==> config.mk <==
export PLATFORM = sky130hd
export DESIGN_NAME = edge_event_arbiter
export DESIGN_NICKNAME = d
export VERILOG_FILES = /design/src/rtl/edge_event_arbiter.sv
export SDC_FILE = /design/constraint.sdc
export NUM_CORES = 1
export LEC_CHECK = 0
export CAP_MARGIN = 10
export CORE_MARGIN = 3
export CORE_UTILIZATION = 30
export CTS_CLUSTER_DIAMETER = 30
export CTS_CLUSTER_SIZE = 8
export DETAILED_ROUTE_END_ITERATION = 8
export PLACE_DENSITY = 0.51
export REMOVE_ABC_BUFFERS = 1
export SYNTH_ARGS = -nofsm -noshare
export SYNTH_HDL_FRONTEND = slang
export SYNTH_SLANG_ARGS = --single-unit
==> constraint.sdc <==
create_clock -name clk -period 5.6 [get_ports clk]
set_clock_uncertainty 0.2 [all_clocks]
set_input_delay 0.84 -clock clk [delete_from_list [all_inputs] [get_ports clk]]
set_output_delay 0.84 -clock clk [all_outputs]
set_load 0.01 [all_outputs]
==> src/rtl/edge_event_arbiter.sv <==
// rtl/edge_event_arbiter.sv - per-channel edge detector with one-deep pending slots,
// round-robin granted onto a single registered valid/ready event port.
module edge_event_arbiter #(
  parameter int NUM_CH = 4,
  parameter int IDX_W  = 2
) (
  input  logic              clk,
  input  logic              reset,
  input  logic [NUM_CH-1:0] a_i,
  input  logic [NUM_CH-1:0] rise_en_i,
  input  logic [NUM_CH-1:0] fall_en_i,
  input  logic              clr_ovr_i,
  output logic              evt_valid_o,
  input  logic              evt_ready_i,
  output logic [IDX_W-1:0]  evt_ch_o,
  output logic              evt_rise_o,
  output logic [NUM_CH-1:0] overrun_o
);

  typedef enum logic {IDLE, OFFER} state_t;

  state_t             state_q, state_d;
  logic [NUM_CH-1:0]  a_q;
  logic [NUM_CH-1:0]  pend_q, pend_d;
  logic [NUM_CH-1:0]  pend_rise_q, pend_rise_d;
  logic [NUM_CH-1:0]  ovr_q, ovr_d;
  logic [IDX_W-1:0]   rr_ptr_q, rr_ptr_d;
  logic [IDX_W-1:0]   ch_q, ch_d;
  logic               rise_q, rise_d;

  logic [NUM_CH-1:0]  rise, fall, evt;
  logic [NUM_CH-1:0]  load_mask, held, accept;
  logic               load;
  logic               sel_found;
  logic [IDX_W-1:0]   sel_ch;
  logic [IDX_W-1:0]   idx;

  assign rise = a_i & ~a_q & rise_en_i;
  assign fall = ~a_i & a_q & fall_en_i;
  assign evt  = rise | fall;

  // First pending channel strictly after the last granted one, wrapping.
  always_comb begin
    sel_found = 1'b0;
    sel_ch    = '0;
    idx       = '0;
    for (int k = 1; k <= NUM_CH; k++) begin
      idx = IDX_W'((int'(rr_ptr_q) + k) % NUM_CH);
      if (!sel_found && pend_q[idx]) begin
        sel_found = 1'b1;
        sel_ch    = idx;
      end
    end
  end

  always_comb begin
    state_d  = state_q;
    ch_d     = ch_q;
    rise_d   = rise_q;
    rr_ptr_d = rr_ptr_q;
    load     = 1'b0;
    case (state_q)
      IDLE: begin
        if (sel_found) load = 1'b1;
      end
      OFFER: begin
        if (evt_ready_i) begin
          if (sel_found) load = 1'b1;
          else           state_d = IDLE;
        end
      end
    endcase
    if (load) begin
      state_d  = OFFER;
      ch_d     = sel_ch;
      rise_d   = pend_rise_q[sel_ch];
      rr_ptr_d = sel_ch;
    end
  end

  // A slot being loaded this cycle is free again, so a same-cycle event refills it.
  always_comb begin
    load_mask   = load ? (NUM_CH'(1) << sel_ch) : '0;
    held        = pend_q & ~load_mask;
    accept      = evt & ~held;
    pend_d      = held | evt;
    pend_rise_d = (pend_rise_q & ~accept) | (rise & accept);
    ovr_d       = (ovr_q & ~{NUM_CH{clr_ovr_i}}) | (evt & held);
  end

  always_ff @(posedge clk or negedge reset) begin
    if (!reset) begin
      state_q     <= IDLE;
      a_q         <= '0;
      pend_q      <= '0;
      pend_rise_q <= '0;
      ovr_q       <= '0;
      rr_ptr_q    <= IDX_W'(NUM_CH - 1);
      ch_q        <= '0;
      rise_q      <= 1'b0;
    end else begin
      state_q     <= state_d;
      a_q         <= a_i;
      pend_q      <= pend_d;
      pend_rise_q <= pend_rise_d;
      ovr_q       <= ovr_d;
      rr_ptr_q    <= rr_ptr_d;
      ch_q        <= ch_d;
      rise_q      <= rise_d;
    end
  end

  assign evt_valid_o = (state_q == OFFER);
  assign evt_ch_o    = ch_q;
  assign evt_rise_o  = rise_q;
  assign overrun_o   = ovr_q;

endmodule
# Word-level counts from Yosys, hierarchy flattened
# Cells that the tools add are included.
# word_totals
ff_bits	22
input_bits	16
out_inout_bits	8
# op_classes
addsub	4
magnitude_cmp	5
n_shift	1
n_mux	25
bitwise_logic	21
reduce_logical	6
# ops
op	count
4-bit bitwise AND	10
4-bit inverter	6
4-bit OR	4
2-bit by 3-bit less-than comparator with 1-bit output, second input constant	5
1-bit 2-to-1 mux	14
1-bit binary-select mux with 2-bit select	5
2-bit 2-to-1 mux	4
2-bit by 1-bit adder with 2-bit output, second input constant	2
2-bit adder, second input constant	2
4-bit 2-to-1 mux	1
1-bit by 2-bit << shifter with 4-bit output, first input constant	1
1-bit logical AND	3
1-bit logical NOT	3
1-bit case mux with 2 select lines	1
1-bit inverter	1

# Depth between registers and ports, before layout
# Gate-level depths: netlist of the first run.
# depth
depth_word	24
depth_mapped	7
ltp_nobuf	5

# Worst setup path after synthesis of the first run
# Ideal clock, no wire load.
# synth_path
path_type	input port to flip-flop
start	in evt_ready_i
end	reg with a tool-made name
setup_ps	133
arrival_time_ps	1957
setup_slack_ps	3310
cell_stages	6
path_cell_list	nand2b_1 > o41ai_2 > or4_1 > buf_2 > o211ai_1 > o211ai_2
# synth_lines
element	line	source
start, declared	14	input logic evt_ready_i,

# Worst setup path in the final report of the first run
# layout_path
start	in evt_ready_i
end	reg ovr_q[3] (netlist: overrun_o[3])
# layout_via
elab_chain_len	7
# layout_lines
element	line	source
1-bit 2-to-1 mux	67	if (evt_ready_i) begin
1-bit case mux with 2 select lines	62	case (state_q)
4-bit 2-to-1 mux	83	load_mask = load ? (NUM_CH'(1) << sel_ch) : '0;
4-bit inverter	84	held = pend_q & ~load_mask;
4-bit bitwise AND	84	
4-bit bitwise AND	88	ovr_d = (ovr_q & ~{NUM_CH{clr_ovr_i}}) | (evt & held);
4-bit OR	88	
net ovr_d[3]	26	logic [NUM_CH-1:0] ovr_q, ovr_d;
end signal, assigned	106	ovr_q <= ovr_d;
end, declared	26	
# The timed path passes the listed nets, and every way through them passes these cells.
# A chain may end at the register's enable or synchronous reset.

==> metrics.txt, run 1 <==
# TYPE chip_impl_metric gauge
chip_impl_info{name="synthFlopType",value="sky130_fd_sc_hd__dfrtp_1"} 1
chip_impl_metric{name="post_layout_nonfiller_instances",unit=""} 170
chip_impl_metric{name="grt_overflow_total",unit=""} 0
chip_impl_metric{name="ff2ff_path_depth",unit=""} 5
chip_impl_info{name="synth_top_cell_by_area",value="sky130_fd_sc_hd__dfrtp_1"} 1
chip_impl_metric{name="synth_compound_area_frac",unit=""} 0.245
chip_impl_metric{name="post_synth_fa_ha_maj_area_fraction",unit=""} 0
chip_impl_metric{name="dr.first_iter.drc_count",unit=""} 16
chip_impl_metric{name="gr-usage-all-layers",unit=""} 0.121
chip_impl_info{name="critPathCaptureType",value="flop"} 1
chip_impl_metric{name="netlist_instances",unit=""} 103
chip_impl_metric{name="cts.htree.levels",unit=""} 1
chip_impl_metric{name="highest_clock_rate",unit="MHz"} 374
chip_impl_metric{name="clk_transition_reported_paths",unit="ps"} 130
chip_impl_metric{name="postCtsSetupBuffers",unit=""} 0
chip_impl_metric{name="detail_route.wl_per_cell",unit="µm"} 13.5
chip_impl_info{name="status",value="finished, final reports clean"} 1
chip_impl_info{name="rr_endpoint",value="overrun_o[1]"} 1
chip_impl_metric{name="dr.pass1.iters",unit=""} 4
chip_impl_metric{name="period_share",unit=""} 0.478
chip_impl_info{name="unrepaired_setup_endpoints_after_global_routing",value="no"} 1
chip_impl_metric{name="postSynthAreaPerCell",unit="µm²"} 10.2
chip_impl_info{name="synth_most_common_cell",value="sky130_fd_sc_hd__dfrtp_1"} 1
chip_impl_metric{name="slew_headroom",unit=""} 0.344
chip_impl_metric{name="gpl.final_weighted_congestion",unit=""} 0.789
chip_impl_metric{name="fp.dieH",unit="µm"} 65.3
chip_impl_metric{name="cts_buffer_depth",unit=""} 2
chip_impl_metric{name="num-nets-final",unit=""} 143
chip_impl_metric{name="synth_seq_area_share",unit=""} 0.525
chip_impl_metric{name="setup_violations",unit=""} 0
chip_impl_metric{name="clock_period_minus_worst_slack",unit="ps"} 2670
chip_impl_info{name="origin_of_the_critical_flop_to_flop_path",value="pend_q[1]"} 1
chip_impl_metric{name="tightestPinTransition",unit="ps"} 981
chip_impl_info{name="clock_tree.root_cell",value="sky130_fd_sc_hd__clkbuf_4"} 1
chip_impl_metric{name="mappedNetlistArea",unit="µm²"} 1050
chip_impl_metric{name="worst_slack",unit="ps"} 2930
chip_impl_metric{name="avgViaCountPerCell",unit=""} 5.02
chip_impl_metric{name="initial_utilization",unit=""} 0.329
chip_impl_metric{name="synthesis.yosys.warnings",unit=""} 0
chip_impl_metric{name="power-per-cell-area",unit="nW/µm²"} 507
chip_impl_info{name="critical_path.startpoint_type",value="input port"} 1
chip_impl_metric{name="post_route_worst_hold_slack",unit="ps"} 299
chip_impl_metric{name="cts_repair_resize_count",unit=""} 0
chip_impl_info{name="hp-start",value="evt_ch_o[1]"} 1
chip_impl_metric{name="maxCapViolations",unit=""} 0
chip_impl_metric{name="via_count",unit=""} 854
chip_impl_info{name="worstSetupPathType",value="in2reg"} 1
chip_impl_metric{name="dpl_worst_slack",unit="ps"} 2630
chip_impl_metric{name="regToRegSetupSlack",unit="ps"} 3260
chip_impl_metric{name="synth.mux.area_fraction",unit=""} 0.0285
chip_impl_metric{name="antenna_cells",unit=""} 0
chip_impl_metric{name="whs_path_depth",unit=""} 2
chip_impl_metric{name="synth_top_area_frac",unit=""} 0.475
chip_impl_metric{name="wire_length_of_the_first_global_routing_pass",unit="mm"} 4.04
chip_impl_metric{name="critPathRequiredTime",unit="ps"} 5600
chip_impl_metric{name="postRouteWirelength",unit="mm"} 2.30
chip_impl_info{name="synth_top_family_by_area",value="compound AO/OA/AOI/OAI gates"} 1
chip_impl_metric{name="final_max_slew_viol_count",unit=""} 0
chip_impl_metric{name="hpwlAfterDp",unit="mm"} 1.70
chip_impl_metric{name="post_route_antenna_net_violation_count",unit=""} 0
chip_impl_info{name="top_cell_types_by_occurrence_after_synthesis",value="sky130_fd_sc_hd__dfrtp_1 (20), sky130_fd_sc_hd__nand2_1 (17), sky130_fd_sc_hd__o21a_1 (8)"} 1
chip_impl_metric{name="timing.final.hold_violations",unit=""} 0
chip_impl_metric{name="asyncSetResetFlopFracSynth",unit=""} 1.00
chip_impl_info{name="holdPathEnd",value="evt_ch_o[1]"} 1
chip_impl_metric{name="rows",unit=""} 20
chip_impl_metric{name="xor_and_xnor_area_share_after_synthesis",unit=""} 0
chip_impl_metric{name="post-place-cells",unit=""} 166
chip_impl_metric{name="die_area",unit="µm²"} 4260
chip_impl_metric{name="total_leakage_power",unit="nW"} 0.548
chip_impl_metric{name="tritoncts_num_sinks",unit=""} 22
chip_impl_metric{name="post_synth_num_cell_types",unit=""} 28
chip_impl_metric{name="hold_buffers",unit=""} 0
chip_impl_metric{name="finish.instance_area",unit="µm²"} 1370
chip_impl_metric{name="dpl-instance-area",unit="µm²"} 1310
chip_impl_metric{name="flow.area_growth_from_synthesis",unit="%"} 29.6
chip_impl_metric{name="ir_drop",unit="µV"} 214
chip_impl_metric{name="quantity_of_i_o_buffers_inserted_on_ports",unit=""} 23
chip_impl_metric{name="finalSetupTns",unit="ps"} 0
chip_impl_metric{name="cp_data_arrival_time",unit="ps"} 2680
chip_impl_metric{name="fillerInstances",unit=""} 349
chip_impl_metric{name="post_synth_and_or_nand_nor_area_fraction",unit=""} 0.159
chip_impl_metric{name="drive_above_1_share",unit=""} 0.0794
chip_impl_metric{name="core_region_area",unit="µm²"} 3200
chip_impl_metric{name="number_of_antenna_violations_at_the_first_check_in_global_routing",unit=""} 0
chip_impl_metric{name="io-pin-count",unit=""} 24
chip_impl_metric{name="yosys_register_bits",unit=""} 22
chip_impl_metric{name="grt_max_degree",unit=""} 23
chip_impl_metric{name="number_of_enable_type_register_cells_in_the_synthesized_netlist",unit=""} 0
chip_impl_metric{name="dr_drc_count",unit=""} 0
chip_impl_metric{name="critical_path_peak_fanout",unit=""} 9
chip_impl_info{name="tritoncts",value="yes"} 1
chip_impl_metric{name="number_of_global_route_vias_before_repair",unit=""} 895
chip_impl_metric{name="clk-insertion-delay-late",unit="ps"} 310
chip_impl_metric{name="die-width",unit="µm"} 65.3
chip_impl_info{name="synth.area.top_cells",value="sky130_fd_sc_hd__dfrtp_1 (48%), sky130_fd_sc_hd__nand2_1 (6.1%), sky130_fd_sc_hd__o21a_1 (5.7%)"} 1
chip_impl_metric{name="clock_buffer_count_from_cts",unit=""} 3
chip_impl_info{name="hold_path.class",value="reg2reg"} 1
-- per-stage QoR --
stage	utilization	total power [mW]
global placement	0.410	0.565
global route	0.426	0.749
detailed placement	0.410	0.572
CTS	0.426	0.697
finish	0.426	0.692
floorplan	-	0.459
-- worst max path at each step --
stage                startpoint           end  slack [ps]
global placement    evt_ready_i  overrun_o[3]        2670
finish              evt_ready_i  overrun_o[3]        2930
CTS                 evt_ready_i  overrun_o[3]        2940
global route        evt_ready_i  overrun_o[3]        2790
floorplan           evt_ready_i          flop        3290
detailed placement  evt_ready_i  overrun_o[2]        2630
-- power by group --
part / leakage (nW) / switching (mW) / total (mW) / internal [mW]
Sequential: 0.242 / 0.0622 / 0.278 / 0.216
Combinational: 0.278 / 0.153 / 0.291 / 0.138
Clock: 0.0279 / 0.0506 / 0.123 / 0.0723
-- kinds of logic after synthesis --
logic type / Yosys count
AND/OR/NAND/NOR: 35
multiplexers: 3
buffers and inverters: 9
flip-flops: 22
AO/OA/AOI/OAI: 34
-- per-layer routing --
layer | GRT usage | share of wire | wire (µm) | vias up
met4 | 0.0311 | 0.0087 | 20 | 0
met2 | 0.198 | 0.45 | 1040 | 18
met3 | 0.0410 | 0.050 | 115 | 2
li1 | - | - | - | 417
met5 | 0 | 0 | 0 | -
met1 | 0.153 | 0.49 | 1130 | 417
-- worst max-delay path, stage by stage --
cell and delay [ps]:
sky130_fd_sc_hd__clkdlybuf4s50_1 450, sky130_fd_sc_hd__nand2b_1 170, sky130_fd_sc_hd__o41ai_2 140, sky130_fd_sc_hd__or4_1 670, sky130_fd_sc_hd__o21ai_0 300, sky130_fd_sc_hd__o22ai_1 100
-- cell type report --
cell class	count	area, µm²	share of cell area
clock buffers	3	22.5	0.0165
flip-flops and latches	22	553	0.405
inverters	5	18.8	0.0137
multi-input cells	72	455	0.334
clock inverters	1	30.0	0.0220
repair buffers	23	230	0.169
well taps	44	55.1	0.0403
-- placed cells by master, fill, tap and decap left out, types with 4 or more instances in the layout --
cell type / synthesis / final
sky130_fd_sc_hd__o22ai_1: 5 / 5
sky130_fd_sc_hd__nand2_1: 17 / 17
sky130_fd_sc_hd__clkdlybuf4s50_1: 0 / 23
sky130_fd_sc_hd__nand3b_1: 5 / 5
sky130_fd_sc_hd__dfrtp_1: 20 / 20
sky130_fd_sc_hd__nor2_1: 6 / 6
sky130_fd_sc_hd__o21ai_0: 5 / 5
sky130_fd_sc_hd__o211ai_1: 4 / 4
sky130_fd_sc_hd__inv_1: 5 / 5
sky130_fd_sc_hd__o21a_1: 8 / 8
Note: power is estimated with default switching activity, not from simulation.
==> run 2, diff against run 1 <==
Clock period 5.6 ns to 2.5 ns, I/O delays scaled along.
==> metrics.txt, run 2 (synthesis results as in run 1) <==
# TYPE chip_impl_metric gauge
chip_impl_info{name="worstSetupPathType",value="reg2reg"} 1
chip_impl_metric{name="number_of_antenna_violations_at_the_first_check_in_global_routing",unit=""} 0
chip_impl_metric{name="cp_data_arrival_time",unit="ps"} 2180
chip_impl_metric{name="detail_route.wl_per_cell",unit="µm"} 12.5
chip_impl_metric{name="clock_period_minus_worst_slack",unit="ps"} 2200
chip_impl_metric{name="core_region_area",unit="µm²"} 3200
chip_impl_metric{name="io-pin-count",unit=""} 24
chip_impl_metric{name="clock_buffer_count_from_cts",unit=""} 3
chip_impl_metric{name="total_leakage_power",unit="nW"} 0.559
chip_impl_metric{name="critical_path_peak_fanout",unit=""} 9
chip_impl_metric{name="finalSetupTns",unit="ps"} 0
chip_impl_metric{name="antenna_cells",unit=""} 0
chip_impl_metric{name="num-nets-final",unit=""} 148
chip_impl_metric{name="quantity_of_i_o_buffers_inserted_on_ports",unit=""} 23
chip_impl_metric{name="post_layout_nonfiller_instances",unit=""} 175
chip_impl_metric{name="initial_utilization",unit=""} 0.329
chip_impl_metric{name="layout.core_utilization",unit=""} 0.430
chip_impl_metric{name="tritoncts_num_sinks",unit=""} 22
chip_impl_metric{name="maxCapViolations",unit=""} 0
chip_impl_metric{name="dr.pass1.iters",unit=""} 4
chip_impl_metric{name="dpl_worst_slack",unit="ps"} 27.7
chip_impl_metric{name="avgViaCountPerCell",unit=""} 4.94
chip_impl_info{name="hold_path.class",value="in2async"} 1
chip_impl_metric{name="post-place-cells",unit=""} 171
chip_impl_info{name="critical_path.startpoint_type",value="flop"} 1
chip_impl_metric{name="clk-insertion-delay-late",unit="ps"} 310
chip_impl_info{name="final_cell_mix",value="sky130_fd_sc_hd__clkdlybuf4s50_1 (23), sky130_fd_sc_hd__dfrtp_1 (20), sky130_fd_sc_hd__nand2_1 (17)"} 1
chip_impl_metric{name="gpl.final_weighted_congestion",unit=""} 0.770
chip_impl_metric{name="fp.dieH",unit="µm"} 65.3
chip_impl_info{name="clock_tree.root_cell",value="sky130_fd_sc_hd__clkbuf_4"} 1
chip_impl_metric{name="final_max_slew_viol_count",unit=""} 0
chip_impl_metric{name="hold_buffers",unit=""} 0
chip_impl_info{name="critPathCaptureType",value="flop"} 1
chip_impl_metric{name="tightestPinTransition",unit="ps"} 843
chip_impl_metric{name="timing.final.hold_violations",unit=""} 0
chip_impl_metric{name="grt_overflow_total",unit=""} 0
chip_impl_metric{name="critPathRequiredTime",unit="ps"} 2480
chip_impl_metric{name="wire_length_of_the_first_global_routing_pass",unit="mm"} 3.88
chip_impl_info{name="endpoint",value="overrun_o[2]"} 1
chip_impl_info{name="rr_endpoint",value="overrun_o[2]"} 1
chip_impl_metric{name="ir_drop",unit="µV"} 354
chip_impl_metric{name="cts.htree.levels",unit=""} 1
chip_impl_metric{name="worst_slack",unit="ps"} 299
chip_impl_metric{name="slew_headroom",unit=""} 0.433
chip_impl_metric{name="flow.area_growth_from_synthesis",unit="%"} 30.6
chip_impl_metric{name="die-width",unit="µm"} 65.3
chip_impl_metric{name="post_route_antenna_net_violation_count",unit=""} 0
chip_impl_info{name="tritoncts",value="yes"} 1
chip_impl_metric{name="grt_max_degree",unit=""} 23
chip_impl_metric{name="dr_drc_count",unit=""} 0
chip_impl_metric{name="via_count",unit=""} 865
chip_impl_metric{name="regToRegSetupSlack",unit="ps"} 300
chip_impl_metric{name="rows",unit=""} 20
chip_impl_info{name="origin_of_the_critical_flop_to_flop_path",value="pend_q[0]"} 1
chip_impl_metric{name="cts_repair_resize_count",unit=""} 0
chip_impl_info{name="worst_setup_path_startpoint",value="pend_q[0]"} 1
chip_impl_metric{name="dr.first_iter.drc_count",unit=""} 39
chip_impl_metric{name="die_area",unit="µm²"} 4260
chip_impl_metric{name="postRouteWirelength",unit="mm"} 2.19
chip_impl_metric{name="drive_above_1_share",unit=""} 0.107
chip_impl_metric{name="cts_buffer_depth",unit=""} 2
chip_impl_metric{name="hpwlAfterDp",unit="mm"} 1.69
chip_impl_metric{name="power-per-cell-area",unit="nW/µm²"} 1060
chip_impl_metric{name="ff2ff_path_depth",unit=""} 5
chip_impl_metric{name="postCtsSetupBuffers",unit=""} 0
chip_impl_metric{name="setup_violations",unit=""} 0
chip_impl_info{name="status",value="finished, final reports clean"} 1
chip_impl_metric{name="clk_transition_reported_paths",unit="ps"} 130
chip_impl_metric{name="period_share",unit=""} 0.881
chip_impl_info{name="layout.cells.most_common",value="sky130_fd_sc_hd__clkdlybuf4s50_1"} 1
chip_impl_metric{name="highest_clock_rate",unit="MHz"} 454
chip_impl_info{name="unrepaired_setup_endpoints_after_global_routing",value="no"} 1
chip_impl_metric{name="gr-usage-all-layers",unit=""} 0.118
chip_impl_metric{name="number_of_global_route_vias_before_repair",unit=""} 851
## run 2: layer usage
layer	part of all wire	track usage	vias up
met2	0.46	0.171	19
met4	0.0078	0.0544	0
met3	0.053	0.0256	2
li1	-	-	426
met5	0	0	-
met1	0.48	0.167	418
## run 2: area by class of cell
cell class | instances | area, µm²
Tap cell | 44 | 55.1
Clock buffer | 4 | 26.3
Multi-Input combinational cell | 72 | 455
Sequential cell | 22 | 553
Inverter | 5 | 18.8
Fill cell | 361 | 1830
Timing Repair Buffer | 28 | 268
## run 2: power breakdown
part	total (mW)	switching, mW	internal, mW
clock	0.169	0.107	0.0622
combinational	0.686	0.345	0.341
sequential	0.610	0.125	0.484
## run 2: how the worst min path moves through the flow
stage                start                    endpoint  cells past startpoint
4_1_cts              reset  asynchronous set/reset pin                      2
5_1_grt              reset  asynchronous set/reset pin                      2
6_report             reset  asynchronous set/reset pin                      2
2_1_floorplan        reset  asynchronous set/reset pin                      0
3_3_place_gp   evt_ch_o[1]                 evt_ch_o[1]                      2
3_5_place_dp   evt_ch_o[1]                 evt_ch_o[1]                      2
## run 2: stage by stage
| step | hold slack, ps | power (mW) | instance area (µm²) |
|---|---|---|---|
| after floorplan | -121 | 1.03 | 1030 |
| after global placement | 278 | 1.31 | 1350 |
| after detailed placement | 279 | 1.31 | 1350 |
| after CTS | 190 | 1.49 | 1380 |
| after global routing | 216 | 1.61 | 1380 |
| final | 184 | 1.46 | 1380 |
## run 2: critical path, cell delays in order (launching register included)
cell and delay (ps):
sky130_fd_sc_hd__dfrtp_1 500, sky130_fd_sc_hd__nor2_2 150, sky130_fd_sc_hd__o22ai_1 110, sky130_fd_sc_hd__or4_1 700, sky130_fd_sc_hd__o21ai_0 300, sky130_fd_sc_hd__o22ai_1 100
==> run 3, diff against run 2 <==
Settings changed: SKIP_CTS_REPAIR_TIMING from default to 1.
Clock period 2.5 ns to 2.57 ns, I/O delays scaled along.
==> metrics.txt, run 3 (synthesis results as in run 1) <==
# TYPE chip_impl_metric gauge
chip_impl_info{name="path_cells",value="nor2_2, o22ai_1, o31ai_1, o21ai_0, o22ai_1"} 1
chip_impl_metric{name="drive_above_1_share",unit=""} 0.0859
chip_impl_metric{name="cts_buffer_depth",unit=""} 2
chip_impl_metric{name="post_route_antenna_net_violation_count",unit=""} 0
chip_impl_metric{name="clk_transition_reported_paths",unit="ps"} 130
chip_impl_metric{name="period_share",unit=""} 0.883
chip_impl_metric{name="die_area",unit="µm²"} 4260
chip_impl_metric{name="wire_length_of_the_first_global_routing_pass",unit="mm"} 3.75
chip_impl_info{name="critical_path.top_delay_family",value="compound AO/OA/AOI/OAI gates"} 1
chip_impl_info{name="critPathCaptureType",value="flop"} 1
chip_impl_metric{name="power-per-cell-area",unit="nW/µm²"} 1040
chip_impl_info{name="tritoncts",value="yes"} 1
chip_impl_info{name="rr_endpoint",value="overrun_o[0]"} 1
chip_impl_metric{name="ir_drop",unit="µV"} 394
chip_impl_info{name="final_cell_mix",value="sky130_fd_sc_hd__clkdlybuf4s50_1 (23), sky130_fd_sc_hd__dfrtp_1 (20), sky130_fd_sc_hd__nand2_1 (17)"} 1
chip_impl_info{name="worstSetupPathType",value="reg2reg"} 1
chip_impl_metric{name="clk-insertion-delay-late",unit="ps"} 310
chip_impl_metric{name="dpl-instance-area",unit="µm²"} 1330
chip_impl_metric{name="detail_route.wl_per_cell",unit="µm"} 12.7
chip_impl_metric{name="maxCapViolations",unit=""} 0
chip_impl_metric{name="tritoncts_num_sinks",unit=""} 22
chip_impl_info{name="timing.critical_path.slowest_stage_cell",value="sky130_fd_sc_hd__o31ai_1"} 1
chip_impl_metric{name="critPathRequiredTime",unit="ps"} 2610
chip_impl_metric{name="worst-path-buf-inv",unit=""} 0
chip_impl_metric{name="quantity_of_i_o_buffers_inserted_on_ports",unit=""} 23
chip_impl_metric{name="cp_slowest_stage_delay",unit="ps"} 790
chip_impl_metric{name="rows",unit=""} 20
chip_impl_metric{name="highest_clock_rate",unit="MHz"} 441
chip_impl_info{name="clock_tree.root_cell",value="sky130_fd_sc_hd__clkbuf_4"} 1
chip_impl_metric{name="core_region_area",unit="µm²"} 3200
chip_impl_info{name="origin_of_the_critical_flop_to_flop_path",value="pend_q[1]"} 1
chip_impl_metric{name="tightestPinTransition",unit="ps"} 910
chip_impl_metric{name="gr-usage-all-layers",unit=""} 0.114
chip_impl_metric{name="postRouteWirelength",unit="mm"} 2.18
chip_impl_info{name="status",value="finished, final reports clean"} 1
chip_impl_metric{name="initial_utilization",unit=""} 0.329
chip_impl_metric{name="io-pin-count",unit=""} 24
chip_impl_metric{name="layout.core_utilization",unit=""} 0.423
chip_impl_metric{name="number_of_global_route_vias_before_repair",unit=""} 809
chip_impl_metric{name="num-nets-final",unit=""} 145
chip_impl_metric{name="avgViaCountPerCell",unit=""} 4.76
chip_impl_metric{name="finalSetupTns",unit="ps"} 0
chip_impl_info{name="critical-path-top-cell-by-count",value="sky130_fd_sc_hd__o22ai_1"} 1
chip_impl_metric{name="dr.pass1.iters",unit=""} 4
chip_impl_metric{name="total_leakage_power",unit="nW"} 0.544
chip_impl_metric{name="hpwlAfterDp",unit="mm"} 1.67
chip_impl_metric{name="setup_violations",unit=""} 0
chip_impl_info{name="critical_path.startpoint_type",value="flop"} 1
chip_impl_info{name="unrepaired_setup_endpoints_after_global_routing",value="no"} 1
chip_impl_metric{name="timing.final.hold_violations",unit=""} 0
chip_impl_metric{name="regToRegSetupSlack",unit="ps"} 300
chip_impl_metric{name="finish.instance_area",unit="µm²"} 1350
chip_impl_metric{name="critical_path_peak_fanout",unit=""} 8
chip_impl_metric{name="grt_max_degree",unit=""} 23
chip_impl_metric{name="ff2ff_path_depth",unit=""} 5
chip_impl_info{name="hold_path.class",value="in2async"} 1
chip_impl_metric{name="cts.htree.levels",unit=""} 1
chip_impl_metric{name="final_max_slew_viol_count",unit=""} 0
chip_impl_metric{name="fp.dieH",unit="µm"} 65.3
chip_impl_metric{name="number_of_antenna_violations_at_the_first_check_in_global_routing",unit=""} 0
chip_impl_metric{name="flow.area_growth_from_synthesis",unit="%"} 28.5
chip_impl_metric{name="grt_overflow_total",unit=""} 0
chip_impl_metric{name="clock_buffer_count_from_cts",unit=""} 3
chip_impl_metric{name="die-width",unit="µm"} 65.3
chip_impl_metric{name="cp_data_arrival_time",unit="ps"} 2300
chip_impl_metric{name="antenna_cells",unit=""} 0
chip_impl_info{name="layout.cells.most_common",value="sky130_fd_sc_hd__clkdlybuf4s50_1"} 1
chip_impl_metric{name="dr.first_iter.drc_count",unit=""} 24
chip_impl_info{name="worst_setup_path_startpoint",value="pend_q[1]"} 1
chip_impl_metric{name="gpl.final_weighted_congestion",unit=""} 0.773
chip_impl_metric{name="slew_headroom",unit=""} 0.388
chip_impl_metric{name="via_count",unit=""} 819
chip_impl_metric{name="dr_drc_count",unit=""} 0
chip_impl_metric{name="clock_period_minus_worst_slack",unit="ps"} 2270
## run 3: cell count changes in the layout (fill, tap and decap cells not counted)
cell,change
sky130_fd_sc_hd__buf_4,-3
## run 3: worst max path at each step
stage	slack (ps)	cells past startpoint	endpoint
2_1_floorplan	610	5	flop
3_3_place_gp	90	6	overrun_o[3]
3_5_place_dp	70	6	overrun_o[2]
4_1_cts	340	5	overrun_o[0]
5_1_grt	120	5	overrun_o[0]
6_report	300	5	overrun_o[0]
## run 3: layer usage
metal	vias up	wire length [µm]	track usage
li1	424	-	-
met4	0	20	0.0466
met2	17	980	0.168
met1	376	1090	0.160
met3	2	93	0.0239
met5	-	0	0
## run 3: area by class of cell
cell class	count	area, µm²
inverters	5	18.8
multi-input cells	72	455
repair buffers	25	245
well taps	44	55.1
fillers	346	1850
clock buffers	4	26.3
flip-flops and latches	22	553
## run 3: metrics by stage
step	power, mW	instances	worst slack (ps)	hold slack, ps
global route	1.54	172	121	240
detailed placement	1.26	168	67.3	298
CTS	1.43	172	340	207
finish	1.41	172	301	202
global placement	1.25	168	91.0	291
floorplan	1.00	99	608	-110
## run 3: report_power, final
part           switching [mW]  internal [mW]  leakage [nW]
logic                   0.326          0.320         0.287
registers               0.132          0.471         0.242
clock network           0.103         0.0604        0.0150
total                   0.561          0.852         0.544
